`src/rtl/serial_add_ctrl_if.sv`:
```
// Operand/result bundle between a requester and the bit-serial adder.
interface serial_add_ctrl_if #(
  parameter int WIDTH = 8
);
  logic             start;
  logic             sub;
  logic             cin;
  logic [WIDTH-1:0] a;
  logic [WIDTH-1:0] b;
  logic             busy;
  logic             done;
  logic [WIDTH-1:0] sum;
  logic             cout;
  logic             ovf;

  modport master (output start, sub, cin, a, b,
                  input  busy, done, sum, cout, ovf);
  modport slave  (input  start, sub, cin, a, b,
                  output busy, done, sum, cout, ovf);
endinterface

```
`src/rtl/serial_add_ctrl.sv`:
```
// Bit-serial add/sub controller: one full-adder cell (two half adders)
// stepped LSB-first over WIDTH bits, result published with a done pulse.

module serial_add_ha (
  input  logic x_i,
  input  logic y_i,
  output logic s_o,
  output logic c_o
);
  assign s_o = x_i ^ y_i;
  assign c_o = x_i & y_i;
endmodule

module serial_add_ctrl #(
  parameter int WIDTH = 8
) (
  input  logic              clk,
  input  logic              rst,
  serial_add_ctrl_if.slave  bus
);
  localparam int CW = $clog2(WIDTH) + 1;

  typedef enum logic [1:0] {IDLE, RUN, DONE} state_t;

  state_t           state_q, state_d;
  logic [WIDTH-1:0] opa_q, opa_d;
  logic [WIDTH-1:0] opb_q, opb_d;
  logic [WIDTH-1:0] res_q, res_d;
  logic [WIDTH-1:0] sum_q, sum_d;
  logic             carry_q, carry_d;
  logic             cout_q, cout_d;
  logic             ovf_q, ovf_d;
  logic [CW-1:0]    cnt_q, cnt_d;

  logic h1, c1, s, c2, carry_nx, cmsb, last;

  // shared full-adder cell: operand LSBs plus the running carry
  serial_add_ha u_ha1 (.x_i(opa_q[0]), .y_i(opb_q[0]), .s_o(h1), .c_o(c1));
  serial_add_ha u_ha2 (.x_i(h1),       .y_i(carry_q),  .s_o(s),  .c_o(c2));

  assign carry_nx = c1 | c2;
  assign cmsb     = carry_q;               // carry into the bit being processed
  assign last     = (cnt_q == CW'(WIDTH - 1));

  assign bus.sum  = sum_q;
  assign bus.cout = cout_q;
  assign bus.ovf  = ovf_q;

  // state register
  always_ff @(posedge clk) begin
    if (rst) state_q <= IDLE;
    else     state_q <= state_d;
  end

  // next state, datapath next values and status outputs
  always_comb begin
    state_d  = state_q;
    opa_d    = opa_q;
    opb_d    = opb_q;
    res_d    = res_q;
    sum_d    = sum_q;
    carry_d  = carry_q;
    cout_d   = cout_q;
    ovf_d    = ovf_q;
    cnt_d    = cnt_q;
    bus.busy = 1'b0;
    bus.done = 1'b0;
    unique case (state_q)
      IDLE: begin
        if (bus.start) begin
          opa_d   = bus.a;
          opb_d   = bus.sub ? ~bus.b : bus.b;
          carry_d = bus.sub | bus.cin;     // subtract = a + ~b + 1
          res_d   = '0;
          cnt_d   = '0;
          state_d = RUN;
        end
      end
      RUN: begin
        bus.busy = 1'b1;
        opa_d    = {1'b0, opa_q[WIDTH-1:1]};
        opb_d    = {1'b0, opb_q[WIDTH-1:1]};
        res_d    = {s, res_q[WIDTH-1:1]};
        carry_d  = carry_nx;
        cnt_d    = cnt_q + CW'(1);
        if (last) begin
          // publish only the completed word; outputs never see partials
          sum_d   = {s, res_q[WIDTH-1:1]};
          cout_d  = carry_nx;
          ovf_d   = cmsb ^ carry_nx;
          state_d = DONE;
        end
      end
      DONE: begin
        bus.done = 1'b1;
        state_d  = IDLE;
      end
      default: state_d = IDLE;
    endcase
  end

  // datapath registers; reset aborts any in-flight operation
  always_ff @(posedge clk) begin
    if (rst) begin
      opa_q   <= '0;
      opb_q   <= '0;
      res_q   <= '0;
      sum_q   <= '0;
      carry_q <= 1'b0;
      cout_q  <= 1'b0;
      ovf_q   <= 1'b0;
      cnt_q   <= '0;
    end else begin
      opa_q   <= opa_d;
      opb_q   <= opb_d;
      res_q   <= res_d;
      sum_q   <= sum_d;
      carry_q <= carry_d;
      cout_q  <= cout_d;
      ovf_q   <= ovf_d;
      cnt_q   <= cnt_d;
    end
  end
endmodule

```
`src/flat_wrapper.sv`:
```
// flat-port wrapper written by rule: the top's interface ports become plain ports
module serial_add_ctrl_flat 
#(
  parameter int WIDTH = 8
)
  (clk, rst, bus_start, bus_sub, bus_cin, bus_a, bus_b, bus_busy, bus_done, bus_sum, bus_cout, bus_ovf);
  serial_add_ctrl_if #(.WIDTH(WIDTH)) bus_i ();
  input  logic clk;
  input  logic rst;
  input wire logic [$bits(bus_i.start)-1:0] bus_start;
  input wire logic [$bits(bus_i.sub)-1:0] bus_sub;
  input wire logic [$bits(bus_i.cin)-1:0] bus_cin;
  input wire logic [$bits(bus_i.a)-1:0] bus_a;
  input wire logic [$bits(bus_i.b)-1:0] bus_b;
  output wire logic [$bits(bus_i.busy)-1:0] bus_busy;
  output wire logic [$bits(bus_i.done)-1:0] bus_done;
  output wire logic [$bits(bus_i.sum)-1:0] bus_sum;
  output wire logic [$bits(bus_i.cout)-1:0] bus_cout;
  output wire logic [$bits(bus_i.ovf)-1:0] bus_ovf;
  assign bus_i.start = bus_start;
  assign bus_i.sub = bus_sub;
  assign bus_i.cin = bus_cin;
  assign bus_i.a = bus_a;
  assign bus_i.b = bus_b;
  assign bus_busy = bus_i.busy;
  assign bus_done = bus_i.done;
  assign bus_sum = bus_i.sum;
  assign bus_cout = bus_i.cout;
  assign bus_ovf = bus_i.ovf;
  serial_add_ctrl #(.WIDTH(WIDTH)) u_core (.clk(clk), .rst(rst), .bus(bus_i));
endmodule
```
`config.mk`:
```
export PLATFORM = sky130hd
export DESIGN_NAME = serial_add_ctrl_flat
export DESIGN_NICKNAME = d
export VERILOG_FILES = /design/src/rtl/serial_add_ctrl_if.sv /design/src/rtl/serial_add_ctrl.sv /design/src/flat_wrapper.sv
export SDC_FILE = /design/constraint.sdc
export NUM_CORES = 1
export LEC_CHECK = 0
export CAP_MARGIN = 20
export CORE_ASPECT_RATIO = 0.9
export CORE_MARGIN = 2
export CORE_UTILIZATION = 35
export DETAILED_ROUTE_END_ITERATION = 16
export SLEW_MARGIN = 20
export SYNTH_ARGS = -nofsm -noshare
export SYNTH_HDL_FRONTEND = slang
export SYNTH_SLANG_ARGS = --single-unit
```
`constraint.sdc`:
```
create_clock -name clk -period 1.3 [get_ports clk]
set_input_delay 0.26 -clock clk [delete_from_list [all_inputs] [get_ports clk]]
set_output_delay 0.26 -clock clk [all_outputs]
set_load 0.01 [all_outputs]
```
# Yosys cells after proc, flatten, opt, wreduce, memory -nomap -nowiden
# Cells that the tools add are included.
# word_totals
register_bits	41
in_bits	21
out_inout_bits	12
elab_cells	44
# classes
addsub	1
n_eq_ne	5
muxes	16
n_bitwise	8
reduce_logical	5
# op_table
op	n
8-bit one-hot mux with 2 select lines	3
8-bit 2-to-1 mux	4
8-bit inverter	1
4-bit one-hot mux with 2 select lines	1
2-bit AND reduction	3
4-bit by 1-bit adder with 4-bit output (second input constant)	1
4-bit by 3-bit == test with 1-bit output (second input constant)	1
2-bit 2-to-1 mux	2
4-bit 2-to-1 mux	1
2-bit one-hot mux with 2 select lines	1
1-bit 2-to-1 mux	3
1-bit bitwise XOR	3
1-bit AND	2
2-bit by 1-bit == test with 1-bit output (second input constant)	1
2-bit == test (second input constant)	1
2-bit logical NOT	1
2-bit by 1-bit inequality test with 1-bit output (second input constant)	1
2-bit inequality test (second input constant)	1
1-bit OR	2
1-bit one-hot mux with 2 select lines	1
2-bit nonzero test	1

# Longest topological paths before layout
# logic_depth
word_depth	4
ltp_mapped	6

# Hierarchy
# From an unflattened synthesis, not the netlist that was laid out.
# hier_totals
hier_cells	184
hier_area_um2	1729.2
# by_module_without_submodules
module	n_inst	cells_per_inst	area_per_inst_um2
serial_add_ctrl	1	182	1704.1
serial_add_ha	2	1	12.5

# Least setup slack after synthesis
# OpenSTA, ideal clock, no wires.
# synth_timing
kind	register to register
from	register u_core.opa_q[0]
to	register u_core.ovf_q, in the netlist u_core.bus.ovf
setup_ns	0.088
t_arrival_ns	1.162
path_slack_ns	0.050
path_stages_with_launch	4
path_cell_list	dfxtp_1 > fa_1 > xnor2_1 > a311oi_2
# synth_via
elab_chain_len	4
word_cells_on_any_way	5
# synth_rtl
element	line_no	source
from (decl)	serial_add_ctrl.sv:26	logic [WIDTH-1:0] opa_q, opa_d;
from (signal assigned)	serial_add_ctrl.sv:114	opa_q <= opa_d;
1-bit bitwise XOR	serial_add_ctrl.sv:10	assign s_o = x_i ^ y_i;
1-bit AND	serial_add_ctrl.sv:11	assign c_o = x_i & y_i;
1-bit OR *	serial_add_ctrl.sv:41	assign carry_nx = c1 | c2;
via u_core.carry_nx	serial_add_ctrl.sv:35	logic h1, c1, s, c2, carry_nx, cmsb, last;
1-bit bitwise XOR *	serial_add_ctrl.sv:90	ovf_d = cmsb ^ carry_nx;
to (signal assigned)	serial_add_ctrl.sv:120	ovf_q <= ovf_d;
to (decl)	serial_add_ctrl.sv:32	logic ovf_q, ovf_d;
# The timed path passes the listed nets; every way through them passes the cells marked *.
# A chain may end at the register's enable or synchronous reset.

# Worst setup path in the final report
# layout_timing
from	register u_core.opb_q[0]
to	register u_core.ovf_q, in the netlist u_core.bus.ovf
# layout_via
elab_chain_len	4
word_cells_on_any_way	5
# layout_rtl
element	line_no	source
from (decl)	serial_add_ctrl.sv:27	logic [WIDTH-1:0] opb_q, opb_d;
from (signal assigned)	serial_add_ctrl.sv:115	opb_q <= opb_d;
1-bit bitwise XOR	serial_add_ctrl.sv:10	
1-bit AND	serial_add_ctrl.sv:11	
1-bit OR *	serial_add_ctrl.sv:41	
via u_core.carry_nx	serial_add_ctrl.sv:35	
1-bit bitwise XOR *	serial_add_ctrl.sv:90	
# Marked as above.

==> results.txt <==
Syn avg cell area -> 8.67 sq um
Non-Filler Instances -> 309
Vias per cell -> 4.95
Tightest hold margin -> 469 ps
CTS root buf -> clkbuf_8
Initial antenna violation count -> 0
Post-CTS Setup Inserts -> 0
Maximum clock rate -> 796 MHz
Drt pass-1 iters -> 4
P_leak -> 0.906 nW
Layout cell share with drive strength beyond 1 -> 21.3%
CTS tree -> yes
Register area share after synthesis -> 45.3%
Cell Area, Synth -> 1770 sq um
Top cells by count, synth -> 40 x dfxtp_1, 26 x a21oi_1, 25 x nor2_1
Post-synth top area share -> 45.3%
Setup CP Type -> register to register
Hold Violations, Final -> 0
Distinct cells, synth -> 32
Detailed-route via count -> 1,531
PortBufs -> 32
Insertion delay to the later sink of the worst-skew pair -> 290 ps
Arr. time, crit path -> 1460 ps
GRT Total Usage -> 14.9%
R2r setup slk -> 40 ps
Register bit total from synthesis -> 40
DP HPWL -> 2640 microns
Crit share post-route -> 96.7%
Startpoint class of the critical path -> register
ANT cells -> 0
Number of global-route vias before repair -> 1,434
Least-Margin Pin Slew -> 243 ps
Syn Inst Count -> 204
DRC -> 0
VDD IR max -> 628 uV
Worst reg2reg path depth -> 3
Worst slew margin relative to its limit -> 83.7%
CTS clk-pin slew, worst paths -> 80 ps
Top-count cell post-synth -> dfxtp_1
R2r endpoint -> u_core.bus.ovf$_SDFFE_PP0P_
Critical R2R Launch -> u_core.opb_q[0]$_SDFFE_PP0P_
Min-delay src -> u_core.res_q[1]$_SDFFE_PP0P_
Die footprint -> 5640 sq um
Routed WL -> 4000 microns
WL/cell -> 13.0 microns
Register area -> 807 sq um
Final min period -> 1260 ps
Critical Path RT -> 1500 ps
Post-route clock skew -> 8.70 ps
Grt total ovfl -> 0
Die width -> 78.9 microns
Clk buf depth -> 2
Initial Util -> 36.4%
Hold WC Path Type -> register to register
Max FO, Critical Path -> 3
CTS buffer count -> 5
Synthesized Nets -> 227
Post-synth EDFFs -> 0
Core footprint -> 4860 sq um
Status -> finished, final reports clean
Final max-slew violation count -> 0
Async SR Flop Fraction -> 0%
Pwr per Cell Area -> 1130 nW/um^2
Footprint of the multi-input gates -> 883 sq um
Max-cap violations -> 0
Fill cells -> 492
CTS sink count -> 40
Largest net degree at the start of global routing -> 20
1st-iter DRT viols -> 142
Routability congestion estimate -> 0.735
Top-level port count -> 33
Hold buffers post-CTS -> 0
Placed cells -> 300
Htree depth -> 2
Ys Warns -> 0
Row count -> 24
RSZ-0062 raised after global routing -> true
Finish-stage setup viols -> 0
ANT nets after route -> 0
CP endpoint kind -> register
Synth top area cells -> dfxtp_1 45%, a21oi_1 7.4%, a22oi_1 7.2%
WHS Path Cells -> 2
Synth Flop Type -> dfxtp_1
# nets final -> 266
Cell taking the most area after synthesis -> dfxtp_1
Hold Path End -> u_core.bus.sum[0]$_SDFFE_PP0P_
Area growth syn-to-layout -> 34.5%
First-pass GRT wire length -> 6660 microns
Vert. Die Dim -> 71.5 microns
[final cells by class]
type	count	share of cell area (%)
flip-flops and latches	40	33.9
multi-input cells	135	37.1
clock inverters	3	1.79
clock buffers	5	2.89
inverters	10	1.58
repair buffers	51	19.3
well taps	65	3.42
[report_power, final]
part	total, W	internal, W	leakage [nW]	switching (W)
combinational	0.000364	0.000192	0.523	0.000172
clock	0.00100	0.000568	0.0541	0.000434
sequential	0.00132	0.00128	0.328	0.0000425
total	0.00269	0.00204	0.906	0.000648
[placed cells by master, fill, tap and decap left out, drive strengths merged, types with 2 or more instances in the layout]
| master | instances |
|---|---|
| dfxtp | 40 |
| a21oi | 26 |
| nor2 | 25 |
| buf | 21 |
| clkdlybuf4s50 | 20 |
| a22oi | 17 |
| nand3 | 11 |
| o21ai | 10 |
| dlygate4sd2 | 10 |
| inv | 10 |
| xnor2 | 8 |
| o22ai | 8 |
| o221a | 7 |
| clkbuf | 5 |
| nand2 | 4 |
| nand3b | 2 |
| a211oi | 2 |
| nor2b | 2 |
[cell families after synthesis]
kind of cell	count (synthesis)	share of synthesized area, %
adders and majority gates	2	1.84
buffers and inverters	29	7.50
xor gates and xnor gates	9	4.46
AOI/OAI and AO/OA	75	28.1
and+or+nand+nor	48	12.3
DFF	40	45.3
muxes	1	0.566
[through the flow]
step	TNS, ps	cell area [sq um]	setup slack, ps	util [%]	power, W
floorplan	0	1770	49.9	-	0.00155
global placement	-4220	2210	-233	45.4	0.00169
detailed placement	-3760	2210	-243	45.4	0.00169
CTS	0	2320	5.42	47.6	0.00270
global route	-10.6	2380	-9.80	48.9	0.00283
finish	0	2380	43.2	48.9	0.00269
[worst max-delay path by stage]
stage / start / endpoint / slack, ps
final: u_core.opb_q[0]$_SDFFE_PP0P_ / u_core.bus.ovf$_SDFFE_PP0P_ / 40
after floorplan: u_core.opa_q[0]$_SDFFE_PP0P_ / u_core.bus.ovf$_SDFFE_PP0P_ / 50
after detailed placement: bus_start / u_core.carry_q$_SDFFE_PP0P_ / -240
after CTS: u_core.state_q[1]$_SDFFE_PP0P_ / bus_done / 5
after global routing: u_core.state_q[1]$_SDFFE_PP0P_ / u_core.opb_q[5]$_SDFFE_PP0P_ / -10
after global placement: bus_start / u_core.carry_q$_SDFFE_PP0P_ / -230
[repair_timing]
action                     in CTS  in global routing
gates cloned                    0                  1
gates resized for setup        22                 18
setup endpoints to repair      22                 22
pin swaps                       0                  1
[worst max-delay path, stage by stage, from the launching register on]
cell      delay, ps
dfxtp_2         340
fa_2            410
xnor2_1         160
a311oi_2        260
[registers in the layout (all words and copies together), names as in the netlist]
name and cells:
u_core.bus.sum 8, u_core.opa_q 8, u_core.opb_q 8, u_core.res_q 7, u_core.cnt_q 4, u_core.state_q 2
u_core.bus.cout 1, u_core.bus.ovf 1, u_core.carry_q 1
[layer usage]
metal  GRT usage (%)  part of all wire (%)  up-vias
li1                -                     -      805
met1            21.8                    52      687
met2            21.1                    42       34
met3            4.28                   4.8        5
met4            5.17                   1.0        0
met5               0                     0        -
Note: power is estimated with default switching activity, not from simulation.
==> edit 1, RTL diff (same settings) <==
`WIDTH` is set to 8 in 3 places; all go to 32.
--- a/src/rtl/serial_add_ctrl_if.sv
+++ b/src/rtl/serial_add_ctrl_if.sv
@@ -1,5 +1,5 @@
 // Operand/result bundle between a requester and the bit-serial adder.
 interface serial_add_ctrl_if #(
-  parameter int WIDTH = 8
+  parameter int WIDTH = 32
 );
   logic             start;
--- a/src/rtl/serial_add_ctrl.sv
+++ b/src/rtl/serial_add_ctrl.sv
@@ -13,5 +13,5 @@
 
 module serial_add_ctrl #(
-  parameter int WIDTH = 8
+  parameter int WIDTH = 32
 ) (
   input  logic              clk,
--- a/src/flat_wrapper.sv
+++ b/src/flat_wrapper.sv
@@ -2,5 +2,5 @@
 module serial_add_ctrl_flat 
 #(
-  parameter int WIDTH = 8
+  parameter int WIDTH = 32
 )
   (clk, rst, bus_start, bus_sub, bus_cin, bus_a, bus_b, bus_busy, bus_done, bus_sum, bus_cout, bus_ovf);
Interface: changed (resized bus_a, bus_b and bus_sum); port bits go from 33 to 105. The function was not compared with the original's and may differ.
==> edit 1 against the unedited design <==
- the run now ends with negative setup slack left
- sequential cell count increased by 98
- wire length increased to 4.2 times the old value
- design area increased to 3.9 times the old value
- area after synthesis increased to 3.3 times the old value
- power increased to 4.3 times the old value
- worst setup slack got worse by 0.26 ns
- global-route usage increased by 4.5 points
- die area increased to 3.1 times the old value
==> edit 1: results (changes against the unedited design) <==
* Status: complete, but fails checks (was finished clean)
* Violated checks: negative setup slack
* Global-route wire length before repair at 27,300 um (was 6660 um)
* Fraction of registers with async set/reset at 0% (unchanged)
* Syn avg cell area at 9.70 um^2 (was 8.67 um^2)
* Seq/Total Area, Yosys at 47.9% (was 45.3%)
* Distinct cells, synth at 45 (was 32)
* Commonest cells post-synth: dfxtp_1, nor2_1, nand2_1 (was dfxtp_1, a21oi_1, nor2_1)
* Worst-Skew Late Latency at 0.42 ns (was 0.29 ns)
* Met3 usage at 5.93% (was 4.28%)
* NumNets Final at 822 (was 266)
* Top post-synthesis cells by area: dfxtp_1, nor2_1, a22o_1, xor2_1, o221ai_1 (was dfxtp_1, a21oi_1, a22oi_1, nor2_1, o221a_2)
* Final RePlAce weighted congestion at 0.786 (was 0.735)
* Largest net degree at the start of global routing at 34 (was 20)
* Worst Setup Slack, final at -0.216 ns (was 0.0432 ns)
* Place WS at -0.549 ns (was -0.243 ns)
* Dpl cell area at 7470 um^2 (was 2210 um^2)
* Grt met2 use at 31.9% (was 21.1%)
* Hold Crit Depth at 4 (was 2)
* Top Layer Used: met4 (unchanged)
* Met1 usage in global routing at 24.6% (was 21.8%)
* Yosys warns at 0 (unchanged)
* Final setup fails at 139 (was 0)
* Vias in the first global route at 5,325 (was 1,434)
* CTS Buf Count at 17 (was 5)
* Post-detail-place hpwl at 9540 um (was 2640 um)
* Final cell count without fillers at 971 (was 309)
* Antenna violations before repair at 0 (unchanged)
* Inst Count DP at 904 (was 300)
* Met1 wire length at 7550 um (was 2080 um)
* Leading register cell type out of synthesis: dfxtp_1 (unchanged)
* # fillers at 1,332 (was 492)
* First-pass DRT Iterations at 5 (was 4)
* Relative slew slack at 76.8% (was 83.7%)
* H-tree levels at 4 (was 2)
* Worst R2R Path Depth at 6 (was 3)
* Largest fanout on the critical path at 10 (was 3)
* Min-delay worst type: in2reg (was reg2reg)
* Synthesized net count at 666 (was 227)
* Reg clk slew, reported paths at 0.06 ns (was 0.08 ns)
* Routed WL per cell at 17.3 um (was 13.0 um)
* DR iter-0 viols at 245 (was 142)
* Arrival @ worst endpoint at 1.82 ns (was 1.46 ns)
* CTS root buf: clkbuf_16 (was clkbuf_8)
* GRT Resource Usage Total at 19.4% (was 14.9%)
* Lkg Pwr at 3.63 nW (was 0.906 nW)
* Clock Skew at 0.00667 ns (was 0.00870 ns)
* Metal2 WL at 8090 um (was 1680 um)
* Port buffer count at 104 (was 32)
* Routed length on met3 at 903 um (was 194 um)
* Worst VDD drop at 1.01 mV (was 0.628 mV)
* # diodes at 0 (unchanged)
* Clock buffer depth at 2 (unchanged)
* Drt via density at 5.26 (was 4.95)
* Fin Setup TNS at -17.77 ns (was 0 ns)
* Layout cells sized above 1 at 34.4% (was 21.3%)
-- edit 1: logic make-up (layout without fill, tap and decap cells) --
family          Yosys count  in the layout  synth area share, %
mux                      24             24                 4.21
fa+ha+maj                 2              2                0.564
flops                   138            138                 47.9
xor+xnor                 33             33                 5.01
simple gates            185            185                 14.6
compound gates          151            151                 22.7
buf+inv                  62            231                 5.07
-- edit 1: area by class of cell --
| class | count | area [um^2] | share of cell area (%) |
|---|---|---|---|
| Multi-Input combinational cell | 395 | 3230 | 35.2 |
| Clock buffer | 20 | 457 | 4.98 |
| Sequential cell | 138 | 2770 | 30.2 |
| Inverter | 2 | 10.0 | 0.109 |
| Tap cell | 207 | 259 | 2.82 |
| Timing Repair Buffer | 197 | 2300 | 25.1 |
| Clock inverter | 12 | 148 | 1.61 |
-- edit 1: path summary, 6_finish.rpt --
check	to	from	slack, ns
max reg2reg	u_core.opb_q[8]	u_core.state_q[1]	-0.22
min	u_core.carry_q	bus_sub	0.44
max	u_core.opb_q[8]	u_core.state_q[1]	-0.22
min reg2reg	u_core.bus.sum[20]	u_core.bus.sum[20]	0.46
-- edit 1: timing repair --
action,CTS,global route
cloned,14,2
buffers inserted,20,0
resized for setup,167,70
endpoints found under the setup margin,171,172
pin swaps,21,7
-- edit 1: power by group --
group          total [W]  switching, W  internal (W)
Combinational    0.00206      0.000917       0.00115
Sequential       0.00468      0.000200       0.00448
Clock            0.00489       0.00178       0.00310
Total             0.0116       0.00290       0.00873
-- edit 1: worst max-delay path: stages (launching register included) --
cell      delay [ns]
dfxtp_2         0.34
buf_6           0.11
or3b_4          0.38
buf_12          0.16
buf_12          0.15
o221ai_2        0.17
nor2_1          0.08
==> edit 2, RTL diff (config.mk and constraints unchanged) <==
Without the edit above. Encoding of `state_t`: now one-hot (3 bits for 3 states).
--- a/src/rtl/serial_add_ctrl.sv
+++ b/src/rtl/serial_add_ctrl.sv
@@ -21,5 +21,5 @@
   localparam int CW = $clog2(WIDTH) + 1;
 
-  typedef enum logic [1:0] {IDLE, RUN, DONE} state_t;
+  typedef enum logic [2:0] {IDLE = 3'b001, RUN = 3'b010, DONE = 3'b100} state_t;
 
   state_t           state_q, state_d;
Check against the original RTL: same outputs for any inputs over 10 cycles, from zero or initial values and one cycle with rst high; not proved beyond that.
==> edit 2 against the unedited design <==
- the run now ends with negative setup slack left
- power decreased by 2.7%
- largest cell class unchanged
- final cell count up 5.5%
- design area grew 8.9%
- critical path depth unchanged
- area after synthesis grew 4.2%
- core utilization up 1.3 points
- sequential share of layout area down 2.1 points
- wire length grew 16%
- register-to-register slack worse by 0.11 ns
- critical endpoint is now bus_busy
- sequential cell count rose by 1
- hold slack worse by 0.00059 ns
- worst setup slack worse by 0.21 ns
- via count grew 12%
==> edit 2: results (changes against the unedited design) <==
* Layout cells sized above 1 at 23.9% (was 21.3%)
* CTS root buf: clkbuf_8 (unchanged)
* CP max stage cell: or3b_4 (was fa_2)
* NumNets Final at 281 (was 266)
* Worst VDD drop at 0.452 mV (was 0.628 mV)
* Worst Setup Slack, final at -0.162 ns (was 0.0432 ns)
* Place WS at -0.476 ns (was -0.243 ns)
* Lkg Pwr at 0.981 nW (was 0.906 nW)
* Hold Crit Depth at 2 (unchanged)
* Max-cap violations at 0 (unchanged)
* Reg2Reg Capture Point: u_core.bus.sum[0] (was u_core.bus.ovf)
* Routed WL per cell at 14.3 um (was 13.0 um)
* Final RePlAce weighted congestion at 0.749 (was 0.735)
* Synthesized net count at 229 (was 227)
* Post-detail-place hpwl at 2880 um (was 2640 um)
* # diodes at 0 (unchanged)
* Mux cell area share after synthesis at 0.543% (was 0.566%)
* Worst-Skew Late Latency at ~0.3 ns
* First-pass DRT Iterations at 4 (unchanged)
* DR iter-0 viols at 157 (was 142)
* Largest fanout on the critical path at 3 (unchanged)
* Final setup fails at 29 (was 0)
* Top post-synthesis cells by area: dfxtp_1, nor3_1, nand3_1, a21oi_1, o21ai_0 (was dfxtp_1, a21oi_1, a22oi_1, nor2_1, o221a_2)
* Leading register cell type out of synthesis: dfxtp_1 (unchanged)
* Clock Skew at 0.00817 ns (was 0.00870 ns)
* Seq/Total Area, Yosys at 44.5% (was 45.3%)
* R2R Setup Slk at -0.07 ns (was 0.04 ns)
* Largest net degree at the start of global routing at 32 (was 20)
* Fraction of registers with async set/reset at 0% (unchanged)
* Kind of cell adding the most delay to the critical path: simple AND/OR/NAND/NOR gates (was adder cells)
* Post-Synth Adder-Cell Area at 1.77% (was 1.84%)
* Hold_sp: u_core.bus.sum[5] (was u_core.res_q[1])
* Commonest cells post-synth: dfxtp_1, nor3_1, nand3_1 (was dfxtp_1, a21oi_1, nor2_1)
* Reg-to-reg critical path startpoint: u_core.state_q[2] (was u_core.opb_q[0])
* Distinct cells, synth at 34 (was 32)
* Antenna violations before repair at 0 (unchanged)
* CTS Buf Count at 5 (unchanged)
* Fin Setup TNS at -1.23 ns (was 0 ns)
* Vias in the first global route at 1,550 (was 1,434)
* Worst Max-Slew Pin Slew at 0.318 ns (was 0.243 ns)
* Arrival @ worst endpoint at 1.20 ns (was 1.46 ns)
* Complex-gate fraction of the synthesized area at 17.7% (was 28.1%)
* Violated checks: negative setup slack
* GRT Resource Usage Total at 16.1% (was 14.9%)
* Status: complete, but fails checks (was finished clean)
* Worst Hold End: u_core.bus.sum[5] (was u_core.bus.sum[0])
* Yosys warns at 0 (unchanged)
* Port buffer count at 32 (unchanged)
* Worst R2R Path Depth at 4 (was 3)
* Min-delay worst type: reg2reg (unchanged)
* Post-Synth XOR/XNOR Area at 4.75% (was 4.46%)
* Drt via density at 5.28 (was 4.95)
* Global-route wire length before repair at 7400 um (was 6660 um)
edit 2: per-stage QoR:
step	cells	utilization, %	hold WS, ns	instance area (um^2)	power, W
after floorplan	206	-	0.329	1840	0.00160
after global placement	310	45.4	0.456	2340	0.00176
after detailed placement	310	45.4	0.463	2340	0.00177
after CTS	321	47.6	0.474	2460	0.00262
after global routing	326	50.2	0.496	2590	0.00275
final	326	50.2	0.468	2590	0.00261
edit 2: layer usage:
layer,GRT usage (%),vias to the layer above,routed length (um)
li1,-,858,-
met4,5.65,0,34
met3,4.46,4,275
met1,24.3,810,2400
met2,21.7,50,1940
met5,0,-,0
edit 2: worst min-delay path, cell delays in order (launching register included):
cell     delay, ns
dfxtp_1       0.32
o21ai_2       0.06
a21oi_2       0.05
edit 2: area by class of cell:
class | instances | area, um^2
well taps | 67 | 83.8
repair buffers | 64 | 623
flip-flops and latches | 41 | 823
clock inverters | 3 | 17.5
fillers | 523 | 2570
clock buffers | 5 | 68.8
inverters | 2 | 12.5
multi-input cells | 144 | 962
edit 2: where the power goes:
part	switching (W)	total [W]	internal [W]
Sequential	0.0000358	0.00135	0.00132
Clock	0.000462	0.000833	0.000371
Combinational	0.000195	0.000428	0.000233
Total	0.000692	0.00261	0.00192
edit 2: kinds of logic (layout without fill, tap and decap cells):
group,Yosys count,after routing
compound gates,56,56
xor+xnor,10,10
fa+ha+maj,2,2
buf+inv,22,74
flops,41,41
mux,1,1
simple gates,74,75
edit 2: how the worst max path moves through the flow:
stage / start / endpoint / slack (ns) / cells past startpoint
after global routing: u_core.state_q[1] / bus_busy / -0.21 / 3
after detailed placement: bus_start / u_core.opa_q[1] / -0.48 / 5
after global placement: bus_start / u_core.opa_q[3] / -0.41 / 5
final: u_core.state_q[2] / bus_busy / -0.16 / 3
after floorplan: u_core.state_q[1] / bus_busy / 0.0007 / 4
after CTS: u_core.state_q[2] / bus_busy / -0.16 / 3
edit 2: timing repair:
action | 4_1_cts | 5_1_grt
endpoints found under the setup margin | 50 | 40
gates resized for setup | 25 | 24
setup buffers | 2 | 2
hold endpoints to repair | 0 | 0
cloned | 1 | 3
pin swaps | 0 | 8
